## config.mk

```make
export PLATFORM = sky130hd
export DESIGN_NAME = mult_slice_pipe_cfg_flat
export DESIGN_NICKNAME = d
export VERILOG_FILES = /design/src/rtl/mult_slice_pipe_cfg_pkg.sv /design/src/rtl/mult_slice_pipe_cfg_if.sv /design/src/rtl/mult_slice_pipe_cfg_cfg_chain.sv /design/src/rtl/mult_slice_pipe_cfg.sv /design/src/flat_wrapper.sv
export SDC_FILE = /design/constraint.sdc
export NUM_CORES = 2
export LEC_CHECK = 0
export ABC_AREA = 1
export CAP_MARGIN = 5
export CELL_PAD_IN_SITES_DETAIL_PLACEMENT = 1
export CELL_PAD_IN_SITES_GLOBAL_PLACEMENT = 2
export CORE_ASPECT_RATIO = 1.1
export CORE_UTILIZATION = 44
export CTS_BUF_LIST = sky130_fd_sc_hd__clkbuf_4 sky130_fd_sc_hd__clkbuf_8
export CTS_CLUSTER_DIAMETER = 80
export DETAILED_ROUTE_END_ITERATION = 12
export DONT_BUFFER_PORTS = 1
export PLACE_DENSITY_LB_ADDON = 0.12
export RECOVER_POWER = 100
export SYNTH_ARGS = -nofsm -noshare
export SYNTH_HDL_FRONTEND = slang
export SYNTH_HIERARCHICAL = 1
export SYNTH_SLANG_ARGS = --single-unit
```

## constraint.sdc

```tcl
create_clock -name clk -period 23.8 [get_ports clk]
set_input_delay 2.38 -clock clk [delete_from_list [all_inputs] [get_ports clk]]
set_output_delay 2.38 -clock clk [all_outputs]
set_load 0.1 [all_outputs]
```

## src/rtl/mult_slice_pipe_cfg_pkg.sv

```systemverilog
// Shared definitions for the configurable multiplier slice.
// Covers the config-chain bit layout, the decoded mode word and small decode helpers.
package mult_slice_pkg;

    localparam int CFG_W      = 6;
    localparam int CFG_SIGN_A = 0;
    localparam int CFG_SIGN_B = 1;
    localparam int CFG_FRAC   = 2;
    localparam int CFG_LAT_LO = 3;
    localparam int CFG_LAT_HI = 4;
    localparam int CFG_ACC    = 5;

    typedef struct packed {
        logic       sign_a;
        logic       sign_b;
        logic       frac;
        logic [1:0] lat;
        logic       acc_en;
    } mode_t;

    function automatic mode_t decode_mode(input logic [CFG_W-1:0] cfg);
        mode_t m;
        m.sign_a = cfg[CFG_SIGN_A];
        m.sign_b = cfg[CFG_SIGN_B];
        m.frac   = cfg[CFG_FRAC];
        m.lat    = cfg[CFG_LAT_HI:CFG_LAT_LO];
        m.acc_en = cfg[CFG_ACC];
        return m;
    endfunction

    // Encoding 3 is not a distinct depth; it runs as the deepest pipeline.
    function automatic logic [1:0] clamp_lat(input logic [1:0] lat);
        return (lat == 2'd3) ? 2'd2 : lat;
    endfunction

endpackage

```

## src/rtl/mult_slice_pipe_cfg_if.sv

```systemverilog
// Operand/result bundle of the multiplier slice.
// The master drives operands, the slice (slave) returns results.
interface mult_slice_pipe_cfg_if #(
    parameter int A_W = 18,
    parameter int B_W = 18
);
    logic               in_valid;
    logic [A_W-1:0]     mult_A;
    logic [B_W-1:0]     mult_B;
    logic               acc_clr;
    logic               out_valid;
    logic [A_W+B_W-1:0] mult_Y;

    modport master (
        output in_valid, mult_A, mult_B, acc_clr,
        input  out_valid, mult_Y
    );

    modport slave (
        input  in_valid, mult_A, mult_B, acc_clr,
        output out_valid, mult_Y
    );
endinterface

```

## src/rtl/mult_slice_pipe_cfg_cfg_chain.sv

```systemverilog
// Serial configuration chain of the slice: a shift register loaded from ccff_head.
// Exposes the decoded mode word and the chain's serial output.
module mult_slice_cfg_chain
    import mult_slice_pkg::*;
#(
    parameter int CFG_W = 6
) (
    input  logic  clk,
    input  logic  pReset_n,
    input  logic  config_enable,
    input  logic  ccff_head,
    output logic  ccff_tail,
    output mode_t mode
);

    logic [CFG_W-1:0] cfg_reg;

    always_ff @(posedge clk or negedge pReset_n) begin
        if (!pReset_n) begin
            cfg_reg <= '0;
        end else if (config_enable) begin
            cfg_reg <= {cfg_reg[CFG_W-2:0], ccff_head};
        end
    end

    assign ccff_tail = cfg_reg[CFG_W-1];
    assign mode      = decode_mode(cfg_reg);

endmodule

```

## src/rtl/mult_slice_pipe_cfg.sv

```systemverilog
// Configurable multiplier slice: signed/unsigned, fracturable dual half-width mode,
// 0-2 pipeline stages with valid tracking and an optional wrapping accumulator.
module mult_slice_pipe_cfg
    import mult_slice_pkg::*;
#(
    parameter int A_W   = 18,
    parameter int B_W   = 18,
    parameter int CFG_W = mult_slice_pkg::CFG_W
) (
    input  logic clk,
    input  logic pReset_n,
    input  logic config_enable,
    input  logic ccff_head,
    output logic ccff_tail,
    mult_slice_pipe_cfg_if.slave bus
);

    localparam int P_W = A_W + B_W;
    localparam int HA  = A_W / 2;
    localparam int HB  = B_W / 2;
    localparam int H_W = HA + HB;

    mode_t      mode;
    logic [1:0] lat_eff;
    logic       acc_active;

    mult_slice_cfg_chain #(
        .CFG_W(CFG_W)
    ) u_cfg_chain (
        .clk          (clk),
        .pReset_n     (pReset_n),
        .config_enable(config_enable),
        .ccff_head    (ccff_head),
        .ccff_tail    (ccff_tail),
        .mode         (mode)
    );

    assign lat_eff    = clamp_lat(mode.lat);
    assign acc_active = mode.acc_en & ~mode.frac;

    // Full-width product: only the low P_W bits are kept, so extending both
    // operands to P_W and multiplying modulo 2^P_W gives the exact result.
    logic [P_W-1:0] a_full;
    logic [P_W-1:0] b_full;
    logic [P_W-1:0] prod_norm;

    assign a_full    = {{B_W{mode.sign_a & bus.mult_A[A_W-1]}}, bus.mult_A};
    assign b_full    = {{A_W{mode.sign_b & bus.mult_B[B_W-1]}}, bus.mult_B};
    assign prod_norm = a_full * b_full;

    // Fracturable halves: each half multiplies in its own H_W-bit field, so no
    // carry can leak from the low product into the high one.
    logic [H_W-1:0] half_prod [2];

    for (genvar gi = 0; gi < 2; gi++) begin : g_half
        logic [HA-1:0]  a_h;
        logic [HB-1:0]  b_h;
        logic [H_W-1:0] a_x;
        logic [H_W-1:0] b_x;

        assign a_h = bus.mult_A[gi*HA +: HA];
        assign b_h = bus.mult_B[gi*HB +: HB];
        assign a_x = {{HB{mode.sign_a & a_h[HA-1]}}, a_h};
        assign b_x = {{HA{mode.sign_b & b_h[HB-1]}}, b_h};
        assign half_prod[gi] = a_x * b_x;
    end

    logic [P_W-1:0] prod_comb;

    assign prod_comb = mode.frac ? {half_prod[1], half_prod[0]} : prod_norm;

    // Pipeline stages; config_enable flushes every valid bit so in-flight
    // operands are discarded and new operands are dropped.
    logic           valid_s1_reg;
    logic           valid_s2_reg;
    logic [P_W-1:0] prod_s1_reg;
    logic [P_W-1:0] prod_s2_reg;

    always_ff @(posedge clk or negedge pReset_n) begin
        if (!pReset_n) begin
            valid_s1_reg <= 1'b0;
            valid_s2_reg <= 1'b0;
            prod_s1_reg  <= '0;
            prod_s2_reg  <= '0;
        end else if (config_enable) begin
            valid_s1_reg <= 1'b0;
            valid_s2_reg <= 1'b0;
        end else begin
            valid_s1_reg <= bus.in_valid;
            valid_s2_reg <= valid_s1_reg;
            if (bus.in_valid) begin
                prod_s1_reg <= prod_comb;
            end
            if (valid_s1_reg) begin
                prod_s2_reg <= prod_s1_reg;
            end
        end
    end

    logic           sel_valid;
    logic [P_W-1:0] sel_prod;

    always_comb begin
        sel_valid = bus.in_valid;
        sel_prod  = prod_comb;
        case (lat_eff)
            2'd1: begin
                sel_valid = valid_s1_reg;
                sel_prod  = prod_s1_reg;
            end
            2'd2: begin
                sel_valid = valid_s2_reg;
                sel_prod  = prod_s2_reg;
            end
            default: begin
            end
        endcase
    end

    // The zero-latency path is combinational, so reset must mask it directly.
    logic out_valid_int;

    assign out_valid_int = sel_valid & ~config_enable & pReset_n;

    logic [P_W-1:0] acc_reg;
    logic [P_W-1:0] acc_next;
    logic [P_W-1:0] acc_sum;
    logic [P_W-1:0] result;
    logic [P_W-1:0] y_hold_reg;

    // acc_clr together with a result means "clear, then add this product".
    assign acc_sum = (bus.acc_clr ? '0 : acc_reg) + sel_prod;
    assign result  = acc_active ? acc_sum : sel_prod;

    always_comb begin
        acc_next = acc_reg;
        if (config_enable || !acc_active) begin
            acc_next = '0;
        end else if (out_valid_int) begin
            acc_next = acc_sum;
        end else if (bus.acc_clr) begin
            acc_next = '0;
        end
    end

    always_ff @(posedge clk or negedge pReset_n) begin
        if (!pReset_n) begin
            acc_reg    <= '0;
            y_hold_reg <= '0;
        end else begin
            acc_reg <= acc_next;
            if (out_valid_int) begin
                y_hold_reg <= result;
            end
        end
    end

    assign bus.out_valid = out_valid_int;
    assign bus.mult_Y    = out_valid_int ? result : y_hold_reg;

endmodule

```

## src/flat_wrapper.sv

```systemverilog
// flat-port wrapper written by rule: the top's interface ports become plain ports
module mult_slice_pipe_cfg_flat import mult_slice_pkg::*;
#(
    parameter int A_W   = 18,
    parameter int B_W   = 18,
    parameter int CFG_W = mult_slice_pkg::CFG_W
)
  (clk, pReset_n, config_enable, ccff_head, ccff_tail, bus_in_valid, bus_mult_A, bus_mult_B, bus_acc_clr, bus_out_valid, bus_mult_Y);
  mult_slice_pipe_cfg_if #(.A_W(A_W), .B_W(B_W)) bus_i ();
  input  logic clk;
  input  logic pReset_n;
  input  logic config_enable;
  input  logic ccff_head;
  output logic ccff_tail;
  input wire logic [$bits(bus_i.in_valid)-1:0] bus_in_valid;
  input wire logic [$bits(bus_i.mult_A)-1:0] bus_mult_A;
  input wire logic [$bits(bus_i.mult_B)-1:0] bus_mult_B;
  input wire logic [$bits(bus_i.acc_clr)-1:0] bus_acc_clr;
  output wire logic [$bits(bus_i.out_valid)-1:0] bus_out_valid;
  output wire logic [$bits(bus_i.mult_Y)-1:0] bus_mult_Y;
  assign bus_i.in_valid = bus_in_valid;
  assign bus_i.mult_A = bus_mult_A;
  assign bus_i.mult_B = bus_mult_B;
  assign bus_i.acc_clr = bus_acc_clr;
  assign bus_out_valid = bus_i.out_valid;
  assign bus_mult_Y = bus_i.mult_Y;
  mult_slice_pipe_cfg #(.A_W(A_W), .B_W(B_W), .CFG_W(CFG_W)) u_core (.clk(clk), .pReset_n(pReset_n), .config_enable(config_enable), .ccff_head(ccff_head), .ccff_tail(ccff_tail), .bus(bus_i));
endmodule
```

; After elaboration in Yosys (flattened, before gate mapping)
; Index checks and enable logic that the tools add are counted.
[classes]
add_sub_neg = 1
eq_ne = 3
n_shift = 0
n_lt_le_gt_ge = 0
div_mod_pow = 0
n_mux = 11
n_mul = 3
bitwise = 9
n_reduce_logical = 4
[op_table]
columns = operator, count
row1 = 2-to-1 mux 36 bit, 6
row2 = case mux 36 bit (2 select lines), 1
row3 = adder 36 bit, 1
row4 = multiplier 10 x 10 -> 18 bit, 2
row5 = multiplier 19 x 19 -> 36 bit, 1
row6 = AND 1 bit, 7
row7 = equality test 2 bit (second input constant), 2
row8 = AND reduction 2 bit, 2
row9 = equality test 2 x 1 -> 1 bit (second input constant), 1
row10 = 2-to-1 mux 1 bit, 2
row11 = 2-to-1 mux 2 bit, 1
row12 = NOT 1 bit, 2
row13 = case mux 1 bit (2 select lines), 1
row14 = zero test 1 bit, 1
row15 = logical OR 1 bit, 1
[word_totals]
ramBits = 0
word_cells = 38
rom_bits = 0
inputBits = 42
output_inout_bits = 38
n_memories = 0
latch_bits = 0
ff_bits = 152

; Depth between registers and ports, before layout
[logic_depth]
word_depth = 8
mapped_depth = 46
ltp_nobuf = 44

; By module
; Netlist, hierarchy kept.
[modules_own_cells]
columns = mod, cells_per_inst, area_per_inst_um2, n_inst, seq_area_each_um2
row1 = mult_slice_pipe_cfg, 3686, 27930.5, 1, 3653.5
row2 = mult_slice_cfg_chain, 26, 229.0, 1, 150.1

; Least setup slack after synthesis
; OpenSTA, ideal clock, no wires.
[synth_path]
kind = input -> output
startpoint = input port bus_mult_A[9]
endpoint = output port bus_mult_Y[15]
slack_ps = 10580
arrival_ps = 10840
t_required_ps = 21420
n_path_buf = 2
cell_stages = 33
cell_sequence = clkbuf_1 > buf_1 > nand2_1 > inv_1 > fa_1 > inv_1 > fa_1 > fa_1 > inv_1 > fa_1 > inv_1 > fa_1 > inv_1 > fa_1 > ha_1 > ha_1 > a21oi_2 > nand3_2 > a21oi_4 > xor2_1 > nand2_1 > nand3_1 > nand3_1 > ha_1 > nand2_1 > nand2_1 > o21bai_1 > o21bai_1 > a21oi_2 > nand2_1 > nand3_1 > nand2_1 > o21ai_0
[synth_between]
elab_chain_len = 6
[synth_lines]
columns = element, line
row1 = from (decl), flat_wrapper.sv:16  ; input wire logic [$bits(bus_i.mult_A)-1:0] bus_mult_A;
row2 = multiplier 19 x 19 -> 36 bit (*), mult_slice_pipe_cfg.sv:49  ; assign prod_norm = a_full * b_full;
row3 = 2-to-1 mux 36 bit (*), mult_slice_pipe_cfg.sv:70  ; assign prod_comb = mode.frac ? {half_prod[1], half_prod[0]} : prod_norm;
row4 = case mux 36 bit (2 select lines) (*), mult_slice_pipe_cfg.sv:106  ; case (lat_eff)
row5 = adder 36 bit, mult_slice_pipe_cfg.sv:132  ; assign acc_sum = (bus.acc_clr ? '0 : acc_reg) + sel_prod;
row6 = 2-to-1 mux 36 bit (*), mult_slice_pipe_cfg.sv:133  ; assign result = acc_active ? acc_sum : sel_prod;
row7 = 2-to-1 mux 36 bit (*), n/a
row8 = to (decl), flat_wrapper.sv:20  ; output wire logic [$bits(bus_i.mult_Y)-1:0] bus_mult_Y;
; Every way passes the cells marked *; elsewhere a longest branch is shown, timed or not.

; Final worst setup path
[layout_path]
startpoint = input port bus_mult_A[17]
endpoint = output port bus_mult_Y[30]
[layout_between]
elab_chain_len = 7
word_cells_on_any_way = 8
classes_between = add/sub (1) / mul (2) / mux (4) / bitwise (1)
[layout_lines]
columns = element, line
row1 = AND 1 bit, "mult_slice_pipe_cfg.sv:47, mult_slice_pipe_cfg.sv:63"
row2 = multiplier 19 x 19 -> 36 bit / multiplier 10 x 10 -> 18 bit (equally long branches), "mult_slice_pipe_cfg.sv:49, mult_slice_pipe_cfg.sv:65"
row3 = 2-to-1 mux 36 bit (*), mult_slice_pipe_cfg.sv:70
row4 = case mux 36 bit (2 select lines) (*), mult_slice_pipe_cfg.sv:106
row5 = adder 36 bit, mult_slice_pipe_cfg.sv:132
row6 = 2-to-1 mux 36 bit (*), mult_slice_pipe_cfg.sv:133
row7 = 2-to-1 mux 36 bit (*), n/a
; Marks and branches as above.

==> results.cfg <==
[clock_network]
clock_insertion_delay_worst_skew_ps = 510
tritoncts = done
cts_resized = 0
cts.sink_count = 152
ctsLongestPathBuffers = 2
cts.hold.buffers_added = 0
clockRootBuffer = sky130_fd_sc_hd__clkbuf_8
clock_tree.htree_level_count = 4
cts_inserted_buffers = 17
cts.repair_timing.setup_buffer_count = 0
clk_transition_reported_paths_ps = 90

[global_route]
grt_first_pass_wirelength_mm = 149.6
antenna_found_initial = 1
grt_max_degree = 154
number_of_global_route_vias_before_repair = 26709
grt-ovfl-total = 0
globalRouteTotalUtil_pct = 29.93

[floorplan]
initial_core_utilization_pct = 44.83
fp.dieArea_um2 = 65010
die_w_um = 243.2
fp.coreArea_um2 = 62820
std_cell_rows = 96
design.portCount = 80
die_h_um = 267.3

[layout]
final_cell_count_no_fill = 4462
layout_commonest_cell = sky130_fd_sc_hd__nand2_1
most-common-layout-cells = sky130_fd_sc_hd__nand2_1, sky130_fd_sc_hd__inv_1, sky130_fd_sc_hd__fa_1, sky130_fd_sc_hd__ha_1, sky130_fd_sc_hd__nor2_1
final.fill_count = 7903
post_layout_net_count = 4327
syn_to_layout_area_delta_pct = 3.110
final_layout_size_suffix_gt1_share_pct = 2.894

[drt]
wl_met3_mm = 2.624
drt-wirelength-per-cell_um = 21.08
routed_via_density = 5.299
route.final.wire_length_mm = 94.07
highest_layer = met4
post-route-drc-count = 0
met2_wl_post_dr_mm = 49.13
dr_total_vias = 23644
drt_first_iter_violations = 1034
antenna_violating_nets_post_route = 0
drt-met1-wl_mm = 39.06
drt_first_pass_iters = 5

[synthesis]
syn-num-nets = 4424
synth-edff-count = 0
synth_sequential_area_ratio_pct = 13.51
synthesis.yosys.warnings = 6
syn_area_per_cell_um2 = 7.586
synth.cell_area_um2 = 28160
synth_async_sr_flop_share_pct = 100.0
synth.distinct_cells = 63
flip_flop_and_latch_count_after_synthesis = 152
ys.flop_type = sky130_fd_sc_hd__dfrtp_1
post_syn_instances = 3712

[setup_path]
critPathCaptureType = primary output
worstPathArrival_ps = 12720
worst_r2r_endpoint = u_core/y_hold_reg[30]$_DFF_PN0_
ff2ff_setup_slack_ps = 12510
critPathMaxFanout = 23
crit_type = input pin to primary output
slowest_stage = sky130_fd_sc_hd__o21ai_0
delay_contributed_by_the_slowest_stage_of_the_critical_path_ps = 2360
reg2reg_from = u_core/u_cfg_chain/cfg_reg[0]$_DFFE_PN0P_
cp.required_ps = 21420
start_kind = input pin
worst-r2r-cell-count = 34

[sta]
slew_headroom_pct = -111.0
clock_skew_ps = 14.84
final.min_clock_period_ps = 15100
setup-violations-final = 0
timing_max_transition_violations_final = 274
report.final.hold_viol_count = 0
final_layout_setup_total_negative_slack_ps = 0
min_period_over_period_pct = 63.43
worst_pin_slew_ps = 3132
rsz0062_at_grt = false
fmax_ghz = 0.06624

[min_path]
whs_path_depth = 2
holdCritStartpoint = u_core/prod_s2_reg[29]$_DFFE_PN0P_
hold_path_end = u_core/prod_s2_reg[29]$_DFFE_PN0P_
worstHoldPathType = flip-flop to flip-flop

[run_status]
status = finished with violations
failed_checks = capacitance limit, slew limit

[placement]
detailed_place_hpwl_mm = 77.51
gp_routability_congestion = 0.9544
place.port_buffers = 0
cell_count_post_placement = 4429

[flow_run]
maxCapViolCount = 22
[logic make-up after synthesis]
kind of cell	synth area share (%)
xor+xnor	1.333
buf+inv	14.22
flops	13.51
compound gates	9.549
fa+ha+maj	41.79
simple gates	19.59
[layout make-up]
type | count | area [µm²] | share of cell area [%]
multi-input cells | 2511 | 20290 | 69.88
flip-flops and latches | 152 | 3804 | 13.10
inverters | 915 | 3436 | 11.83
well taps | 833 | 1042 | 3.590
clock buffers | 18 | 241.5 | 0.8317
clock inverters | 14 | 117.6 | 0.4051
repair buffers | 18 | 101.3 | 0.3490
diodes | 1 | 2.502 | 0.008618
[worst max-delay path: cells and delay by family]
family,cells,cell delay [ps]
compound gates,7,3750
simple gates,11,1700
fa+ha+maj,9,4310
buf+inv,6,560
[how the worst max path moves through the flow]
| stage | start | end | slack, ps |
|---|---|---|---|
| 4_1_cts | bus_mult_A[17] | bus_mult_Y[34] | 9450 |
| 5_1_grt | bus_mult_A[17] | bus_mult_Y[30] | 8070 |
| 3_3_place_gp | bus_mult_A[17] | bus_mult_Y[34] | 9590 |
| 6_report | bus_mult_A[17] | bus_mult_Y[30] | 8700 |
| 3_5_place_dp | bus_mult_A[17] | bus_mult_Y[34] | 9490 |
| 2_1_floorplan | bus_mult_A[9] | bus_mult_Y[15] | 10580 |
[cells in the mapped netlist, types with 6 or more instances]
master,count,area share (%)
sky130_fd_sc_hd__nor3_1,10,0.18
sky130_fd_sc_hd__clkbuf_1,90,1.2
sky130_fd_sc_hd__inv_1,892,12
sky130_fd_sc_hd__or2_2,16,0.36
sky130_fd_sc_hd__a21oi_1,130,2.3
sky130_fd_sc_hd__buf_2,20,0.36
sky130_fd_sc_hd__o21a_1,8,0.21
sky130_fd_sc_hd__o211ai_1,42,1.1
sky130_fd_sc_hd__o21ai_0,156,2.8
sky130_fd_sc_hd__inv_2,19,0.25
sky130_fd_sc_hd__o21bai_1,14,0.37
sky130_fd_sc_hd__dfrtp_1,152,14
sky130_fd_sc_hd__o21ai_1,33,0.59
sky130_fd_sc_hd__nand3b_1,6,0.16
sky130_fd_sc_hd__or2_1,9,0.20
sky130_fd_sc_hd__a21o_1,20,0.53
sky130_fd_sc_hd__a31oi_1,9,0.20
sky130_fd_sc_hd__nand2_2,9,0.20
sky130_fd_sc_hd__nor2_1,201,2.7
sky130_fd_sc_hd__xnor2_1,17,0.53
sky130_fd_sc_hd__nand2_1,901,12
sky130_fd_sc_hd__nand4_1,18,0.40
sky130_fd_sc_hd__buf_1,17,0.23
sky130_fd_sc_hd__ha_1,219,9.7
sky130_fd_sc_hd__nand3_2,7,0.25
sky130_fd_sc_hd__xor2_1,19,0.59
sky130_fd_sc_hd__fa_1,451,32
sky130_fd_sc_hd__nand3_1,154,2.7
[per-layer routing]
| layer | GRT usage, % | vias to the layer above |
|---|---|---|
| met3 | 2.425 | 143 |
| met2 | 55.84 | 414 |
| met1 | 35.81 | 12141 |
| met4 | 10.73 | 0 |
| met5 | 0 | - |
| li1 | - | 10946 |
[per-stage QoR]
step / util, % / instance area, µm² / setup WS [ps] / hold WS, ps
global placement: 45.94 / 28860 / 9586 / 465.1
CTS: 46.51 / 29220 / 9455 / 498.0
detailed placement: 45.94 / 28860 / 9491 / 473.8
global route: 46.22 / 29040 / 8075 / 516.9
floorplan: - / 28160 / 10580 / 453.0
finish: 46.22 / 29040 / 8703 / 490.9
Power is left out: the tool's default activity adds up to more than one toggle a clock period on the data nets, which glitch-free logic cannot reach.
